==> src/rtl/imem_boot_loader_pkg.sv <==
// Shared types and constants for the instruction-memory boot loader.
// Frame: MAGIC, LEN_LO, LEN_HI, LEN little-endian 32-bit words (+ checksum byte when enabled).
package imem_boot_loader_pkg;

    localparam logic [7:0]  BOOT_MAGIC = 8'hA5;
    localparam int unsigned BOOT_LEN_W = 16;

    typedef enum logic [2:0] {
        IDLE,
        LEN_LO,
        LEN_HI,
        DATA,
        CSUM,
        DONE,
        ERR
    } boot_state_e;

    // Running modulo-256 sum of data bytes.
    function automatic logic [7:0] boot_csum_add(input logic [7:0] acc, input logic [7:0] b);
        return acc + b;
    endfunction

endpackage

==> src/rtl/imem_boot_loader_word_packer.sv <==
// Assembles little-endian 32-bit words from a byte stream.
// word_valid_o is a one-cycle strobe coincident with the fourth byte; clear_i drops any partial word.
module boot_word_packer (
    input  logic        clk,
    input  logic        rst,
    input  logic        clear_i,
    input  logic        byte_valid_i,
    input  logic [7:0]  byte_i,
    output logic        word_valid_o,
    output logic [31:0] word_o
);

    logic [1:0]  idx_q;
    logic [23:0] low_q;

    always_ff @(posedge clk) begin
        if (rst || clear_i) begin
            idx_q <= '0;
            low_q <= '0;
        end else if (byte_valid_i) begin
            idx_q <= idx_q + 2'd1;
            case (idx_q)
                2'd0:    low_q[7:0]   <= byte_i;
                2'd1:    low_q[15:8]  <= byte_i;
                2'd2:    low_q[23:16] <= byte_i;
                default: low_q        <= '0;
            endcase
        end
    end

    // The top byte is taken straight from the input so the word is complete on its last strobe.
    assign word_valid_o = byte_valid_i && (idx_q == 2'd3);
    assign word_o       = {byte_i, low_q};

endmodule

==> src/rtl/imem_boot_loader.sv <==
// Boot loader: parses a UART byte frame into instruction-memory writes and holds the core in reset meanwhile.
// Optional checksum byte after the data is enabled with `define BOOT_CHECKSUM_EN.
module imem_boot_loader
    import imem_boot_loader_pkg::*;
#(
    parameter int unsigned ADDR_W         = 10,
    parameter int unsigned DEPTH          = 1024,
    parameter logic [7:0]  MAGIC          = BOOT_MAGIC,
    parameter int unsigned TIMEOUT_CYCLES = 1_000_000
) (
    input  logic              clk,
    input  logic              rst,
    input  logic              rx_valid,
    input  logic [7:0]        rx_byte,
    output logic              imem_we,
    output logic [ADDR_W-1:0] imem_addr,
    output logic [31:0]       imem_wdata,
    output logic              core_rst,
    output logic              load_busy,
    output logic              load_done,
    output logic              load_err
);

    localparam int unsigned           TMR_W    = $clog2(TIMEOUT_CYCLES + 1);
    localparam logic [TMR_W-1:0]      TMR_LAST = TMR_W'(TIMEOUT_CYCLES - 1);
    localparam logic [BOOT_LEN_W-1:0] DEPTH_L  = BOOT_LEN_W'(DEPTH);

    boot_state_e           state_q;
    logic [BOOT_LEN_W-1:0] len_q;
    logic [BOOT_LEN_W-1:0] widx_q;
    logic [TMR_W-1:0]      timer_q;
    logic                  imem_we_q;
    logic [ADDR_W-1:0]     imem_addr_q;
    logic [31:0]           imem_wdata_q;
    logic                  core_rst_q;
    logic                  load_busy_q;
    logic                  load_done_q;
    logic                  load_err_q;
`ifdef BOOT_CHECKSUM_EN
    logic [7:0]            csum_q;
`endif

    logic                  pk_clear;
    logic                  pk_valid;
    logic                  pk_word_valid;
    logic [31:0]           pk_word;
    logic [BOOT_LEN_W-1:0] len_w;
    logic                  is_magic;

    assign pk_clear = (state_q != DATA);
    assign pk_valid = rx_valid && (state_q == DATA);
    assign len_w    = {rx_byte, len_q[7:0]};
    assign is_magic = rx_valid && (rx_byte == MAGIC);

    boot_word_packer u_packer (
        .clk          (clk),
        .rst          (rst),
        .clear_i      (pk_clear),
        .byte_valid_i (pk_valid),
        .byte_i       (rx_byte),
        .word_valid_o (pk_word_valid),
        .word_o       (pk_word)
    );

    always_ff @(posedge clk) begin
        if (rst) begin
            state_q      <= IDLE;
            len_q        <= '0;
            widx_q       <= '0;
            timer_q      <= '0;
            imem_we_q    <= 1'b0;
            imem_addr_q  <= '0;
            imem_wdata_q <= '0;
            core_rst_q   <= 1'b1;
            load_busy_q  <= 1'b0;
            load_done_q  <= 1'b0;
            load_err_q   <= 1'b0;
`ifdef BOOT_CHECKSUM_EN
            csum_q       <= '0;
`endif
        end else begin
            imem_we_q <= 1'b0;
            // Address advances the cycle after each write pulse, so the pulse shows the word index.
            if (imem_we_q) begin
                imem_addr_q <= imem_addr_q + ADDR_W'(1);
            end

            case (state_q)
                IDLE, DONE, ERR: begin
                    timer_q <= '0;
                    if (state_q == DONE) begin
                        core_rst_q  <= 1'b0;
                        load_done_q <= 1'b1;
                        load_busy_q <= 1'b0;
                    end
                    if (is_magic) begin
                        state_q     <= LEN_LO;
                        load_busy_q <= 1'b1;
                        load_done_q <= 1'b0;
                        load_err_q  <= 1'b0;
                        core_rst_q  <= 1'b1;
`ifdef BOOT_CHECKSUM_EN
                        csum_q      <= '0;
`endif
                    end
                end

                default: begin
                    if (rx_valid) begin
                        timer_q <= '0;
                        case (state_q)
                            LEN_LO: begin
                                len_q[7:0] <= rx_byte;
                                state_q    <= LEN_HI;
                            end

                            LEN_HI: begin
                                len_q <= len_w;
                                if (len_w == '0) begin
`ifdef BOOT_CHECKSUM_EN
                                    state_q <= CSUM;
`else
                                    state_q <= DONE;
`endif
                                end else if (len_w > DEPTH_L) begin
                                    state_q     <= ERR;
                                    load_err_q  <= 1'b1;
                                    core_rst_q  <= 1'b1;
                                    load_busy_q <= 1'b0;
                                end else begin
                                    state_q     <= DATA;
                                    imem_addr_q <= '0;
                                    widx_q      <= '0;
                                end
                            end

                            DATA: begin
`ifdef BOOT_CHECKSUM_EN
                                csum_q <= boot_csum_add(csum_q, rx_byte);
`endif
                                if (pk_word_valid) begin
                                    imem_we_q    <= 1'b1;
                                    imem_wdata_q <= pk_word;
                                    widx_q       <= widx_q + BOOT_LEN_W'(1);
                                    if (widx_q == len_q - BOOT_LEN_W'(1)) begin
`ifdef BOOT_CHECKSUM_EN
                                        state_q <= CSUM;
`else
                                        state_q <= DONE;
`endif
                                    end
                                end
                            end

`ifdef BOOT_CHECKSUM_EN
                            CSUM: begin
                                if (rx_byte == csum_q) begin
                                    state_q <= DONE;
                                end else begin
                                    state_q     <= ERR;
                                    load_err_q  <= 1'b1;
                                    core_rst_q  <= 1'b1;
                                    load_busy_q <= 1'b0;
                                end
                            end
`endif

                            default: ;
                        endcase
                    end else if (timer_q == TMR_LAST) begin
                        state_q     <= ERR;
                        load_err_q  <= 1'b1;
                        core_rst_q  <= 1'b1;
                        load_busy_q <= 1'b0;
                    end else begin
                        timer_q <= timer_q + TMR_W'(1);
                    end
                end
            endcase
        end
    end

    assign imem_we    = imem_we_q;
    assign imem_addr  = imem_addr_q;
    assign imem_wdata = imem_wdata_q;
    assign core_rst   = core_rst_q;
    assign load_busy  = load_busy_q;
    assign load_done  = load_done_q;
    assign load_err   = load_err_q;

endmodule

==> config.mk <==
export PLATFORM = sky130hd
export DESIGN_NAME = imem_boot_loader
export DESIGN_NICKNAME = d
export VERILOG_FILES = /design/src/rtl/imem_boot_loader_pkg.sv /design/src/rtl/imem_boot_loader_word_packer.sv /design/src/rtl/imem_boot_loader.sv
export SDC_FILE = /design/constraint.sdc
export NUM_CORES = 1
export LEC_CHECK = 0
export BUFFER_PORTS_ARGS = -buffer_cell sky130_fd_sc_hd__clkbuf_2
export CORE_ASPECT_RATIO = 1.5
export CORE_MARGIN = 2
export CORE_UTILIZATION = 25
export CTS_BUF_LIST = sky130_fd_sc_hd__clkbuf_2
export CTS_CLUSTER_DIAMETER = 100
export DETAILED_ROUTE_END_ITERATION = 16
export SYNTH_ARGS = -nofsm -noshare
export SYNTH_HDL_FRONTEND = slang
export SYNTH_SLANG_ARGS = --single-unit
==> constraint.sdc <==
create_clock -name clk -period 3.9 [get_ports clk]
set_clock_uncertainty 0.1 [all_clocks]
set_input_delay 0.78 -clock clk [delete_from_list [all_inputs] [get_ports clk]]
set_output_delay 0.78 -clock clk [all_outputs]
set_load 0.02 [all_outputs]
==> impl_results.md, run 1 <==
- Hold path startpoint: rx_byte[0]
- Die Area: between 20000 and 30000 sq um
- RSZ-0062 raised after global routing: no
- Starting density of the core: about a quarter
- Clk_lat worst skew: 0.70 ns
- Worst-margin pin slew: ~0.85 ns
- I/O Buffers: 57
- Crit. End Element: flip-flop
- CTS tree: yes
- Hold/Removal Path Class: in -> reg
- Final HPWL DP: 11200 um
- Post-synth top area cell: dfxtp_1
- Synth area leaders: dfxtp_1, nand2_1, a21oi_1, xor2_1, nor2_1
- Via/cell ratio: about 4.7
- Crit Path Class: reg -> reg
- Die width: 130 um
- Setup TNS: 0 ns
- Status: complete, no violations
- Clock sinks: 128
- Required @ worst endpoint: about 4.4 ns
- Post-synth ARST share: 0%
- Max IR drop VDD: 0.000142 V
- Vias in the first global route: 4883
- Final Cycle Share: 72.0%
- Synth Instances: 735
- Fmax: between 0.3 and 0.4 GHz
- Syn Area/Cell: 8.08 sq um
- Ys flop type: dfxtp_1
- Post-CTS Setup Repair Bufs: 0
- Global placer's final weighted congestion: between 0.8 and 0.9
- Die Y: 193 um
- Rows: 69
- Drt drc: 0
- Total global routing overflow: 0
- Crit path launch type: flip-flop
- CTS Hold Buffers Added: 0
- Synth-to-layout area growth: 13.0%
- Reg clk slew, reported paths: 0.23 ns
- Final setup viols: 0
- H-tree depth: 4
- Initial antenna violation count: 2
- Final Hold Fails: 0
- Max cap viols: 0
- # IOs: 58
- Total Routing Usage GR: between 10% and 20%
- Routed Antenna Nets: 0
- Clock root cell: clkbuf_2
- Synth top area share: 43.2%
- Post-synth net total: roughly 760
- CP Max Fanout: 9
- Clock buffer depth: 2
- Commonest cells after routing, fill and taps aside: nand2_1, dfxtp_1, a21oi_1, clkbuf_2, nor2_1
- Core area: roughly 23000 sq um
- Slew Viols, Final: 0
- Register area share after synthesis: ~43%
- Worst EP arrival: 3.34 ns
- Netlist cell types: 57
- Worst R2R Start: timer_q[8]$_SDFFE_PP0N_
- Pin count of the biggest net entering global routing: 33
- Post-synth EDFFs: 0
- Drt first pass iters: 4
- DRT Wirelength: 15700 um
- Relative slew slack: 43.4%
- Num CTS Buffers: 17
- Fin crit period: 2.81 ns
- Worst Setup SP: timer_q[8]$_SDFFE_PP0N_
- Post-Synthesis Cell Area: 5940 sq um
- Dpl cells: ~1100
- Via count: between 5000 and 6000
- Final std cells w/o fill: 1100
- Final nets: just under 800
- Pwr dens: 376 nW/um^2
- Layout cells sized above 1: 14.0%
- Leakage: 2.34 nW
- #FFs+latches synth: around 130
- Ys Warns: 0
- Post-CTS Resized: 0
- First-pass GRT wire length: 25600 um
- Routed wire length per instance: 14.2 um
- Leading cell type in the layout, fill and taps excluded: nand2_1
- Initial DRC Count: 340
==> worst paths after layout <==
kind,end,slack (ns),cells after the start
max,state_q[2]$_SDFFE_PP0P_,1.09,6
max reg2reg,state_q[2]$_SDFFE_PP0P_,1.09,6
min reg2reg,imem_wdata[0]$_SDFFE_PP0P_,0.34,2
min,len_q[8]$_SDFFE_PP0P_,0.31,3
==> metal layers <==
layer,up-vias,track usage [%],share of wire (%)
met5,-,0,0
met4,0,6.87,3.9
met3,37,2.80,4.5
met2,109,22.8,51
met1,2424,14.7,40
li1,2597,-,-
==> logic make-up after synthesis <==
logic type | Yosys count | synth area share, %
muxes | 12 | 2.07
DFF | 128 | 43.2
and+or+nand+nor | 335 | 26.7
adders and majority gates | 9 | 1.90
xor gates and xnor gates | 59 | 8.71
buffers and inverters | 60 | 3.98
AOI/OAI and AO/OA | 132 | 13.4
==> power breakdown <==
group          switching [W]  internal (W)  total, W
clock network       0.000554      0.000238  0.000792
logic               0.000214      0.000156  0.000370
registers          0.0000315       0.00133   0.00136
total               0.000799       0.00172   0.00252
==> critical path, cell delays in order, from the launching register on <==
cell and delay, ns:
dfxtp_1 0.38, or4b_2 0.67, or4_1 0.65, a221oi_4 0.39
nand4_1 0.17, o21bai_1 0.20, mux2i_1 0.18
==> cells in the mapped netlist (all sizes together) (6+ instances only) <==
cell / number
nand2: 133
dfxtp: 128
a21oi: 86
nor2: 70
clkbuf: 48
xor2: 41
nand3: 38
nand4: 21
xnor2: 18
o21ai: 17
and3: 10
mux2i: 10
nor4: 10
ha: 9
inv: 7
nor3: 7
or3: 7
or4: 7
nand2b: 6
==> state kept, by name, summed over array words and instances, names as in the netlist <==
name            flops
core_rst            1
imem_we             1
load_busy           1
load_err            1
imem_addr          10
imem_wdata         32
len_q              16
widx_q             16
u_packer.idx_q      2
timer_q            20
load_done           1
state_q             3
u_packer.low_q     24
==> area by class of cell <==
type	count	area, sq um
Antenna cell	1	2.50
Clock buffer	17	85.1
Clock inverter	15	135
Fill cell	2612	16800
Inverter	8	30.0
Multi-Input combinational cell	547	3150
Sequential cell	128	2560
Tap cell	319	399
Timing Repair Buffer	65	345
==> stage by stage <==
stage	hold WS (ns)	power (W)	util [%]	setup WS, ns	instance area, sq um
after CTS	0.261	0.00255	28.5	1.10	6700
final	0.308	0.00252	28.6	1.09	6710
after detailed placement	0.343	0.00175	27.6	0.938	6480
after floorplan	0.332	0.00167	-	1.20	5940
after global placement	0.342	0.00174	27.6	0.928	6480
after global routing	0.247	0.00266	28.6	0.933	6710
Power figures use the tool's default switching activity.
==> inputs of run 2 (changes only) <==
- clock period: 3.9 -> 2.5 ns (I/O delays scaled with it)
==> impl_results.md, run 2 (synthesis results as in run 1) <==
- Dpl cell area: 6940 sq um (was 6480 sq um)
- Top layer in use: met4 (unchanged)
- Clock root cell: clkbuf_2 (unchanged)
- Leakage: 2.69 nW (was 2.34 nW)
- Clock buffer depth: 2 (unchanged)
- Pin count of the biggest net entering global routing: 36 (was 33)
- Final HPWL DP: 12000 um (was 11200 um)
- Final WS setup: 0.00456 ns (was 1.09 ns)
- Num CTS Buffers: 17 (unchanged)
- Relative slew slack: 67.7% (was 43.4%)
- RSZ-0062 raised after global routing: yes (was no)
- Max IR drop VDD: 0.000228 V (was 0.000142 V)
- Seq. cell area: 2570 sq um (was 2560 sq um)
- Die Y: 193 um (unchanged)
- Final nets: 853 (was 787)
- Final Cycle Share: 99.8% (was 72.0%)
- Hold/Removal Path Class: in -> reg (unchanged)
- Dpl ws: -0.0562 ns (was 0.938 ns)
- Total Routing Usage GR: 13.6% (was 13.0%)
- Crit path launch type: flip-flop (unchanged)
- Die width: 130 um (unchanged)
- Core area: 23500 sq um (unchanged)
- Fmax: 0.401 GHz (was 0.356 GHz)
- Required @ worst endpoint: 3.03 ns (was 4.43 ns)
- Met2 Wirelength: 8710 um (was 8030 um)
- Starting density of the core: 25.3% (unchanged)
- Worst-margin pin slew: 0.485 ns (was 0.848 ns)
- Final Hold Fails: 0 (unchanged)
- Max cap viols: 0 (unchanged)
- Worst R2R Start: len_q[10]$_SDFFE_PP0P_ (was timer_q[8]$_SDFFE_PP0N_)
- Max FFs per register: 32 (unchanged)
- Hold path startpoint: rx_byte[2] (was rx_byte[0])
- First-pass GRT wire length: 26400 um (was 25600 um)
- Status: complete, no violations (unchanged)
- Hold EP: imem_wdata[26]$_SDFFE_PP0P_ (was len_q[8]$_SDFFE_PP0P_)
- Fin area: 7260 sq um (was 6710 sq um)
- I/O Buffers: 57 (unchanged)
- Routed Antenna Nets: 0 (unchanged)
- Leading cell type in the layout, fill and taps excluded: nand2_1 (unchanged)
- Filler instances: 2583 (was 2612)
- # IOs: 58 (unchanged)
- CTS tree: yes (unchanged)
- Reg2Reg Setup Slack: 0.005 ns (was 1.09 ns)
- CP Max Fanout: 4 (was 9)
- Setup TNS: 0 ns (unchanged)
- Crit Path Class: reg -> reg (unchanged)
- H-tree depth: 4 (unchanged)
- Reg clk slew, reported paths: 0.20 ns (was 0.23 ns)
- Final setup viols: 0 (unchanged)
- Slew Viols, Final: 0 (unchanged)
- Crit. End Element: flip-flop (unchanged)
- Drt drc: 0 (unchanged)
- Die Area: 25000 sq um (unchanged)
- Global placer's final weighted congestion: 0.858 (was 0.831)
- DRT Wirelength: 16300 um (was 15700 um)
- Worst EP arrival: 3.02 ns (was 3.34 ns)
- Cell count of the worst reg-to-reg path: 7 (was 6)
- Drt first pass iters: 5 (was 4)
- Pwr dens: 556 nW/um^2 (was 376 nW/um^2)
- Multi-input gate area: 3190 sq um (was 3150 sq um)
- Met1 wire length: 6620 um (was 6330 um)
- Clk_lat worst skew: 0.73 ns (was 0.70 ns)
- Initial antenna violation count: 1 (was 2)
- Initial DRC Count: 248 (was 340)
- Vias in the first global route: 5171 (was 4883)
- Rows: 69 (unchanged)
- Layout cells sized above 1: 22.5% (was 14.0%)
- Commonest cells after routing, fill and taps aside: nand2_1, dfxtp_1, a21oi_1, clkbuf_2 (was nand2_1, dfxtp_1, a21oi_1, clkbuf_2, nor2_1)
- Via count: 5411 (was 5167)
- Fin crit period: 2.50 ns (was 2.81 ns)
- Clock sinks: 128 (unchanged)
- Total global routing overflow: 0 (unchanged)
- Routed wire length per instance: 14.0 um (was 14.2 um)
- Hold-critical path depth: 4 (was 3)
- DR WL met3: 497 um (was 697 um)
- Via/cell ratio: 4.64 (was 4.70)
- Reg-to-Reg End: state_q[2]$_SDFFE_PP0P_ (unchanged)
- Synth-to-layout area growth: 22.4% (was 13.0%)
==> run 2: changes by cell type in the layout (fill, tap and decap cells not counted), sizes merged <==
cell         delta
dlygate4sd3     +4
buf            +62
clkbuf          +2
inv             -2
==> run 2: worst max-delay path by stage <==
stage	from	endpoint	slack [ns]	cells past startpoint
2_1_floorplan	timer_q[8]$_SDFFE_PP0N_	state_q[2]$_SDFFE_PP0P_	0.07	7
3_3_place_gp	rx_byte[0]	widx_q[15]$_SDFFE_PP0P_	-0.08	9
3_5_place_dp	rx_byte[0]	widx_q[15]$_SDFFE_PP0P_	-0.06	9
4_1_cts	timer_q[8]$_SDFFE_PP0N_	state_q[2]$_SDFFE_PP0P_	0.002	6
5_1_grt	len_q[10]$_SDFFE_PP0P_	state_q[2]$_SDFFE_PP0P_	-0.09	7
6_report	len_q[10]$_SDFFE_PP0P_	state_q[2]$_SDFFE_PP0P_	0.005	7
==> run 2: layout make-up <==
class                   count  share of cell area (%)
diodes                      1                  0.0345
clock buffers              19                    1.31
clock inverters            13                    1.55
inverters                   8                   0.413
multi-input cells         547                    43.9
flip-flops and latches    128                    35.4
well taps                 319                    5.50
repair buffers            131                    11.9
==> run 2: repair_timing <==
action / 4_1_cts / 5_1_grt
pin swaps: 2 / 10
endpoints found under the hold margin: 6 / 0
hold buffers: 4 / 0
resized for setup: 3 / 17
endpoints found under the setup margin: 3 / 11
buffers inserted: 0 / 3
==> run 2: where the power goes <==
part	internal, W	leakage (nW)	total, W	switching (W)
Sequential	0.00207	1.03	0.00210	0.0000245
Clock	0.000368	0.132	0.00119	0.000824
Combinational	0.000368	1.52	0.000751	0.000383
Total	0.00281	2.69	0.00404	0.00123
==> run 2: per-layer routing <==
metal	up-vias	track usage [%]
met5	-	0
met4	0	6.12
met3	25	2.97
met2	87	24.6
met1	2564	14.9
li1	2735	-
==> run 2: worst max-delay path, stage by stage, from the launching register on <==
cell and delay (ns):
dfxtp_2 0.36, or4_4 0.56, or4_4 0.53, o21a_1 0.20, o211a_1 0.21, o211ai_2 0.22
o21bai_1 0.12, mux2i_1 0.12
==> run 2: metrics by stage <==
stage               utilization (%)  power (W)  cells  hold WS [ns]
global placement               29.5    0.00283   1126         0.341
CTS                            30.6    0.00406   1162        0.0113
finish                         30.9    0.00404   1166        0.0892
global route                   30.9    0.00425   1166        0.0169
detailed placement             29.5    0.00284   1126         0.344
floorplan                         -    0.00260    735         0.332
==> inputs of run 3 (changes only) <==
- CORE_ASPECT_RATIO: 1.5 -> unset
==> impl_results.md, run 3 (synthesis results as in run 1) <==
- Commonest cells after routing, fill and taps aside: nand2_1, dfxtp_1, a21oi_1, clkbuf_2, nor2_1 (was nand2_1, dfxtp_1, a21oi_1, clkbuf_2)
- I/O Buffers: 57 (unchanged)
- Status: complete, no violations (unchanged)
- Rows: 56 (was 69)
- Vias in the first global route: 4990 (was 5171)
- Dpl cells: 1117 (was 1126)
- Reg2Reg Setup Slack: 0.05 ns (was 0.005 ns)
- Crit. End Element: flip-flop (unchanged)
- Crit Path Class: reg -> reg (unchanged)
- Via count: 5272 (was 5411)
- DRT Wirelength: 15400 um (was 16300 um)
- Fin crit period: 2.45 ns (was 2.50 ns)
- First-pass GRT wire length: 25000 um (was 26400 um)
- Clock buffer depth: 2 (unchanged)
- Synth-to-layout area growth: 22.0% (was 22.4%)
- Worst R2R Start: len_q[8]$_SDFFE_PP0P_ (was len_q[10]$_SDFFE_PP0P_)
- Slew Viols, Final: 0 (unchanged)
- Crit path launch type: flip-flop (unchanged)
- Final std cells w/o fill: 1160 (was 1166)
- Clock root cell: clkbuf_2 (unchanged)
- Hold-critical path depth: 3 (was 4)
- Cell count of the worst reg-to-reg path: 7 (unchanged)
- Via/cell ratio: 4.54 (was 4.64)
- Final Hold Fails: 0 (unchanged)
- Max cap viols: 0 (unchanged)
- Total power: 0.00411 W (was 0.00404 W)
- RSZ-0062 raised after global routing: yes (unchanged)
- Final HPWL DP: 10800 um (was 12000 um)
- Leakage: 2.66 nW (was 2.69 nW)
- Filler instances: 2542 (was 2583)
- Hold EP: u_packer.idx_q[0]$_SDFFE_PP0P_ (was imem_wdata[26]$_SDFFE_PP0P_)
- Total Routing Usage GR: 12.6% (was 13.6%)
- H-tree depth: 4 (unchanged)
- Reg-to-Reg End: state_q[2]$_SDFFE_PP0P_ (unchanged)
- Die width: 158 um (was 130 um)
- Total global routing overflow: 0 (unchanged)
- Pin count of the biggest net entering global routing: 42 (was 36)
- Worst EP arrival: 2.97 ns (was 3.02 ns)
- Initial DRC Count: 347 (was 248)
- Relative slew slack: 65.9% (was 67.7%)
- Setup TNS: 0 ns (unchanged)
- Final nets: 847 (was 853)
- Layout cells sized above 1: 21.4% (was 22.5%)
- Routed wire length per instance: 13.3 um (was 14.0 um)
- Multi-input gate area: 3220 sq um (was 3190 sq um)
- Hold/Removal Path Class: in -> reg (unchanged)
- Leading cell type in the layout, fill and taps excluded: nand2_1 (unchanged)
- Fmax: 0.408 GHz (was 0.401 GHz)
- Starting density of the core: 25.4% (was 25.3%)
- CTS tree: yes (unchanged)
- Global placer's final weighted congestion: 0.850 (was 0.858)
- Die Area: 25000 sq um (about the same)
- Seq. cell area: 2560 sq um (was 2570 sq um)
- Core area: 23400 sq um (was 23500 sq um)
- Drt first pass iters: 5 (unchanged)
- # IOs: 58 (unchanged)
- Die Y: 158 um (was 193 um)
- Worst-margin pin slew: 0.510 ns (was 0.485 ns)
- Clk_lat worst skew: 0.70 ns (was 0.73 ns)
- Max FFs per register: 32 (unchanged)
- Required @ worst endpoint: 3.02 ns (was 3.03 ns)
- Final setup viols: 0 (unchanged)
- Pwr dens: 568 nW/um^2 (was 556 nW/um^2)
- Final Cycle Share: 98.2% (was 99.8%)
- Num CTS Buffers: 17 (unchanged)
- Reg clk slew, reported paths: 0.23 ns (was 0.20 ns)
- Hold path startpoint: rx_valid (was rx_byte[2])
- Initial antenna violation count: 1 (unchanged)
- Drt drc: 0 (unchanged)
- Max IR drop VDD: 0.000315 V (was 0.000228 V)
- Routed Antenna Nets: 0 (unchanged)
- CP Max Fanout: 4 (unchanged)
- Clock sinks: 128 (unchanged)
[run 3: cell types whose count changed in the layout (fill, tap and decap cells not counted), sizes merged]
cell	previous run	this run
clkinv	8	7
clkbuf	76	74
buf	70	63
inv	10	12
clkinvlp	2	3
dlygate4sd3	4	5
[run 3: repair_timing]
item                                   4_1_cts  5_1_grt
resized for setup                            2       17
hold buffers                                 5        0
buffers inserted                             0        5
setup endpoints to repair                    3        8
pin swaps                                    0        9
endpoints found under the hold margin       10        0
[run 3: where the power goes]
group	switching (W)	leakage, nW	internal (W)
registers	0.0000270	1.03	0.00207
clock network	0.000879	0.129	0.000369
logic	0.000392	1.50	0.000374
[run 3: per-layer routing]
metal	wire length (um)	global-route usage [%]	share of wire (%)
met2	7150	20.7	46
met3	613	3.26	4.0
met1	7530	16.5	49
met4	148	3.52	0.96
met5	0	0	0
[run 3: area by class of cell]
| cell class | count | area share, % |
|---|---|---|
| clock inverters | 15 | 1.85 |
| flip-flops and latches | 128 | 35.4 |
| clock buffers | 17 | 1.17 |
| diodes | 1 | 0.0345 |
| multi-input cells | 547 | 44.5 |
| inverters | 8 | 0.415 |
| repair buffers | 125 | 11.2 |
| well taps | 319 | 5.51 |
[run 3: critical path, cell delays in order (launching register included)]
cell and delay [ns]:
dfxtp_1 0.36, or4_4 0.55, or4_4 0.52, o21a_1 0.19
o211a_1 0.22, o211ai_2 0.20, o21bai_1 0.12, mux2i_1 0.12
[run 3: per-stage QoR]
stage	worst slack, ns	instance area [sq um]	util (%)	hold slack (ns)
2_1_floorplan	0.0704	5940	-	0.332
3_3_place_gp	-0.0654	6860	29.3	0.340
3_5_place_dp	-0.0463	6860	29.3	0.343
4_1_cts	0.0114	7140	30.5	0.0251
5_1_grt	-0.00174	7240	31.0	0.0274
6_report	0.0462	7240	31.0	0.114
[run 3: worst max path at each step]
stage	to	start	slack (ns)	depth (start not counted)
2_1_floorplan	state_q[2]$_SDFFE_PP0P_	timer_q[8]$_SDFFE_PP0N_	0.07	7
3_3_place_gp	widx_q[15]$_SDFFE_PP0P_	rx_byte[0]	-0.07	9
3_5_place_dp	widx_q[15]$_SDFFE_PP0P_	rx_byte[0]	-0.05	9
4_1_cts	state_q[2]$_SDFFE_PP0P_	len_q[5]$_SDFFE_PP0P_	0.01	7
5_1_grt	state_q[2]$_SDFFE_PP0P_	len_q[8]$_SDFFE_PP0P_	-0.002	7
6_report	state_q[2]$_SDFFE_PP0P_	len_q[8]$_SDFFE_PP0P_	0.05	7
